File: config.mk
export PLATFORM = sky130hd
export DESIGN_NAME = gray_convert
export DESIGN_NICKNAME = d
export VERILOG_FILES = /design/src/rtl/gray_convert.sv
export SDC_FILE = /design/constraint.sdc
export NUM_CORES = 1
export LEC_CHECK = 0
export ABC_AREA = 1
export CORE_ASPECT_RATIO = 1.4
export CORE_MARGIN = 2
export CORE_UTILIZATION = 45
export CTS_CLUSTER_SIZE = 40
export DETAILED_ROUTE_END_ITERATION = 6
export GPL_TIMING_DRIVEN = 0
export SLEW_MARGIN = 25
export SYNTH_ARGS = -nofsm -noshare
export SYNTH_HDL_FRONTEND = slang
export SYNTH_SLANG_ARGS = --single-unit
File: constraint.sdc
create_clock -name clk -period 7.8 [get_ports clk]
set_input_delay 1.95 -clock clk [delete_from_list [all_inputs] [get_ports clk]]
set_output_delay 1.95 -clock clk [all_outputs]
set_load 0.005 [all_outputs]
File: src/rtl/gray_convert.sv
`default_nettype none
// ============================================================================
// Module      : gray_convert
// Description : Converts a byte-serial RGB camera stream (R, G, B per pixel)
//               into one 8-bit luma byte per pixel with a one-cycle strobe.
//               Counts pixels per frame, pulses GS_done after the last pixel
//               and flags frame-sync errors (sticky until the frame ends).
// Ports       :
//   clk        in   1  clock, rising edge
//   rst        in   1  asynchronous active-high reset
//   GS_enable  in   1  controller enable; low aborts the current frame
//   cam_valid  in   1  cam_data valid this cycle
//   cam_sof    in   1  start of frame, marks the R byte of pixel 0
//   cam_data   in   8  camera byte (R, G or B)
//   data_out   out  8  gray byte, holds between strobes
//   GS_valid   out  1  one-cycle strobe, data_out valid
//   GS_done    out  1  one-cycle pulse with the last pixel of a frame
//   GS_err     out  1  sticky frame-sync error flag
// Revision    : 1.0  initial release
// ============================================================================
module gray_convert #(
  parameter int N = 480,
  parameter int M = 320
) (
  input  logic       clk,
  input  logic       rst,
  input  logic       GS_enable,
  input  logic       cam_valid,
  input  logic       cam_sof,
  input  logic [7:0] cam_data,
  output logic [7:0] data_out,
  output logic       GS_valid,
  output logic       GS_done,
  output logic       GS_err
);

  localparam int CNT_W = (N * M > 1) ? $clog2(N * M) : 1;
  localparam logic [CNT_W-1:0] LAST_PIX = CNT_W'(N * M - 1);

  localparam logic [1:0] S_IDLE = 2'd0;
  localparam logic [1:0] S_RUN  = 2'd1;
  localparam logic [1:0] S_DONE = 2'd2;

  logic [1:0]       state_q, state_d;
  logic [1:0]       phase_q, phase_d;
  logic [CNT_W-1:0] count_q, count_d;
  logic [7:0]       r_q, r_d;
  logic [7:0]       g_q, g_d;
  logic [7:0]       data_q, data_d;
  logic             valid_q, valid_d;
  logic             done_q, done_d;
  logic             err_q, err_d;

  // Weights sum to 256, so the weighted sum never exceeds 65280 and the
  // gray value is simply the upper byte of the lower 16 bits.
  logic [16:0] w_sum;
  assign w_sum = 17'd77  * {9'd0, r_q}
               + 17'd150 * {9'd0, g_q}
               + 17'd29  * {9'd0, cam_data};

  always_comb begin
    state_d = state_q;
    phase_d = phase_q;
    count_d = count_q;
    r_d     = r_q;
    g_d     = g_q;
    data_d  = data_q;
    valid_d = 1'b0;
    done_d  = 1'b0;
    err_d   = err_q;

    case (state_q)
      S_IDLE: begin
        phase_d = 2'd0;
        count_d = '0;
        if (GS_enable && cam_valid && cam_sof) begin
          r_d     = cam_data;
          phase_d = 2'd1;
          state_d = S_RUN;
        end
      end

      S_RUN: begin
        if (!GS_enable) begin
          // Abort: partial pixel and count are dropped.
          state_d = S_IDLE;
          phase_d = 2'd0;
          count_d = '0;
          err_d   = 1'b0;
        end else if (cam_valid) begin
          if (cam_sof) begin
            // Any SOF other than at the very first byte of the frame is a
            // resync: flag it and restart the frame on this byte.
            if (!(phase_q == 2'd0 && count_q == '0)) begin
              err_d = 1'b1;
            end
            r_d     = cam_data;
            phase_d = 2'd1;
            count_d = '0;
          end else begin
            case (phase_q)
              2'd0: begin
                r_d     = cam_data;
                phase_d = 2'd1;
              end
              2'd1: begin
                g_d     = cam_data;
                phase_d = 2'd2;
              end
              2'd2: begin
                data_d  = 8'(w_sum >> 8);
                valid_d = 1'b1;
                phase_d = 2'd0;
                if (count_q == LAST_PIX) begin
                  count_d = '0;
                  state_d = S_DONE;
                  done_d  = 1'b1;
                end else begin
                  count_d = count_q + CNT_W'(1);
                end
              end
              default: phase_d = 2'd0;
            endcase
          end
        end
      end

      S_DONE: begin
        state_d = S_IDLE;
        err_d   = 1'b0;
      end

      default: state_d = S_IDLE;
    endcase
  end

  always_ff @(posedge clk or posedge rst) begin
    if (rst) begin
      state_q <= S_IDLE;
      phase_q <= 2'd0;
      count_q <= '0;
      r_q     <= 8'h00;
      g_q     <= 8'h00;
      data_q  <= 8'h00;
      valid_q <= 1'b0;
      done_q  <= 1'b0;
      err_q   <= 1'b0;
    end else begin
      state_q <= state_d;
      phase_q <= phase_d;
      count_q <= count_d;
      r_q     <= r_d;
      g_q     <= g_d;
      data_q  <= data_d;
      valid_q <= valid_d;
      done_q  <= done_d;
      err_q   <= err_d;
    end
  end

  assign data_out = data_q;
  assign GS_valid = valid_q;
  assign GS_done  = done_q;
  assign GS_err   = err_q;

endmodule
`default_nettype wire

==> results.md <==
- Run status: finished clean
- Max frequency: between 0.15 and 0.2 GHz
- Avg Inst Size Synth: a little over 8 um2
- Initial Util: ~46%
- Filler Cells Inserted: 1,190
- Die Height: approximately 140 um
- Reg clk slew, reported paths: about 0.070 ns
- Cells after synthesis: approximately 700
- Hold Path End: data_out[2]$_DFFE_PP0P_
- R2R Path Start: g_q[5]$_DFFE_PP0P_
- Post-synth top flop: dfrtp_1
- Worst setup EP type: register
- Min-Delay Startpoint: data_out[2]$_DFFE_PP0P_
- Yosys warns: 0
- Layout cells sized above 1: approximately 3%
- Area growth syn-to-layout: 9.99%
- Skew-Pair Late Insertion Delay: about 0.29 ns
- CTS tree: done
- H-tree depth: 2
- Fin Setup TNS: 0 ns
- EDFF count, synth: 0
- DP Cell Count: around 860
- Netlist cell types: 35
- Die ar.: ~13,000 um2
- Cell Area, Placed: 6030 um2
- Crit-path max FO: 5
- HPWL Detailed: 10,400 um
- Post-Layout Inst Area: between 6000 and 7000 um2
- Worst R2R Path Depth: 25
- Slew headroom: 57.4%
- Routed wire length: 12,400 um
- Crit Path Class: input port to register
- Num CTS Buffers: 5
- Post-route DRC: 0
- Finish-stage setup viols: 0
- Core ar.: 12,300 um2
- RR Endpoint: data_out[6]$_DFFE_PP0P_
- N_diodes: 0
- CP Launch Type: input port
- Maxcap violations: 0
- Die width: about 98 um
- Sequential share of the synthesized area: between 20 and 25%
- Critical Path RT: ~8.0 ns
- Vias per std cell: a little over 5
- Nets: between 800 and 900
- I/O Buffers: 23
- Largest net degree at the start of global routing: 50
- Worst R2R Setup Slack: 1.48 ns
- Max-slew violations: 0
- CTS max path bufs: 2
- Root Driver: clkbuf_16
- Min Tclk post-route: between 6 and 7 ns
- Initial antenna violation count: 0
- Cell Rows: 48
- Final cell count without fillers: a little under 900
- Final Hold Viols: 0
- Async set or reset register ratio after synthesis: 100%
- Vias: around 4,400
- Final Skew: roughly 0.0051 ns
- Post-CTS sizing: 0
- Mapped cell area: between 5000 and 6000 um2
- GRT Residual Overflow: 0
- Antenna viol nets, final: 0
- WL/cell: 14.4 um
- DR pass1 iterations: 5
- Tcrit/Tclk final: between 80% and 90%
- IO Pins: 24
- RSZ-0062 raised after global routing: false
- HP Class: register to register
- Vias in the first global route: ~4,700
- CTS Hold Bufs: 0
- GRT Total Usage: about a fifth
- GP Congestion: 0.880
- Post-CTS setup buffer count: 0
- First-pass GRT wire length: 21,900 um
- Syn nets: around 840
- Seq cells post-synth: a little under 50
- Hold depth: 2
- Actual slew at the worst max-slew pin: roughly 0.64 ns
- Num Clock Sinks: between 40 and 50
- Iteration-0 DRC Markers: approximately 190
- Worst EP arrival: around 6.5 ns
- Post-layout util: approximately half
[sequential cells by signal, indices dropped and copies added, names as in the netlist]
register and count:
GS_valid 1, g_q 8, data_out 8, phase_q 2, GS_done 1, state_q 2
r_q 8, GS_err 1, count_q 18
[through the flow]
| stage | hold slack (ns) | setup WS [ns] |
|---|---|---|
| after floorplan | 0.472 | 1.99 |
| after global placement | 0.464 | 1.18 |
| after detailed placement | 0.477 | 1.15 |
| after CTS | 0.487 | 1.45 |
| after global routing | 0.500 | 1.15 |
| final | 0.486 | 1.45 |
[Yosys cell counts (3+ instances only)]
cell type / count / area, um2
inv_1: 137 / 514
nand2_1: 133 / 499
ha_1: 86 / 1080
fa_1: 55 / 1100
nor2_1: 52 / 195
dfrtp_1: 49 / 1230
nand3_1: 43 / 215
o21ai_0: 30 / 150
a21oi_1: 28 / 140
nor3_1: 13 / 65.1
xor2_1: 7 / 61.3
nand4_1: 6 / 37.5
xnor2_1: 6 / 52.6
a31oi_1: 5 / 31.3
inv_2: 3 / 11.3
nand3b_1: 3 / 22.5
nor4_1: 3 / 18.8
[cells in the final DEF, fill, tap and decap left out, types with 23 or more instances in the layout]
| master | Yosys | layout |
|---|---|---|
| a21oi_1 | 28 | 28 |
| clkdlybuf4s50_1 | 0 | 23 |
| dfrtp_1 | 49 | 49 |
| fa_1 | 55 | 55 |
| ha_1 | 86 | 86 |
| inv_1 | 137 | 136 |
| nand2_1 | 133 | 133 |
| nand3_1 | 43 | 43 |
| nor2_1 | 52 | 52 |
| o21ai_0 | 30 | 30 |
[layer usage]
metal  part of all wire [%]  up-vias  global-route usage, %  wire [um]
met5                      0        -                      0          0
met4                    2.3        0                   6.24        284
met3                    2.6       19                   2.62        326
met2                     55       62                   39.2       6780
met1                     41     2129                   23.1       5040
li1                       -     2234                      -          -
[logic make-up (layout without fill, tap and decap cells)]
kind of cell	after synthesis	in the layout	share of synthesized area [%]
XOR/XNOR	13	13	2.03
AND/OR/NAND/NOR	263	263	20.4
AO/OA/AOI/OAI	73	73	7.04
adder cells (fa/ha/maj)	141	141	38.8
buffers and inverters	145	176	9.92
flip-flops	49	49	21.8
[critical path: stages]
cell,delay [ns]
clkdlybuf4s50_1,0.69
fa_1,0.51
fa_1,0.54
fa_1,0.58
inv_1,0.07
fa_1,0.51
fa_1,0.54
inv_1,0.04
ha_1,0.30
nand2_1,0.12
nor4_1,0.32
nand2_1,0.12
nand2_1,0.07
nand2_1,0.04
nand3_1,0.07
nand2_1,0.06
[final cells by class]
type	instances	area, um2	area share [%]
Timing Repair Buffer	23	230	3.73
Clock buffer	7	133	2.15
Multi-Input combinational cell	490	3830	62.0
Buffer	3	18.8	0.304
Clock inverter	1	7.51	0.122
Tap cell	150	188	3.04
Sequential cell	49	1230	19.9
Inverter	142	541	8.76
[how the worst max path moves through the flow]
stage                                          to  cells after the start  slack (ns)          startpoint
after floorplan           data_out[6]$_DFFE_PP0P_                     25        1.99  g_q[5]$_DFFE_PP0P_
after detailed placement  data_out[6]$_DFFE_PP0P_                     16        1.15         cam_data[5]
final                     data_out[6]$_DFFE_PP0P_                     16        1.45         cam_data[5]
after global routing      data_out[7]$_DFFE_PP0P_                     26        1.15  g_q[5]$_DFFE_PP0P_
after global placement    data_out[7]$_DFFE_PP0P_                     17        1.18         cam_data[5]
after CTS                 data_out[7]$_DFFE_PP0P_                     17        1.45         cam_data[5]
Power is not shown: default switching activity piles up to over one toggle a cycle in this logic, so the estimate is an artifact.
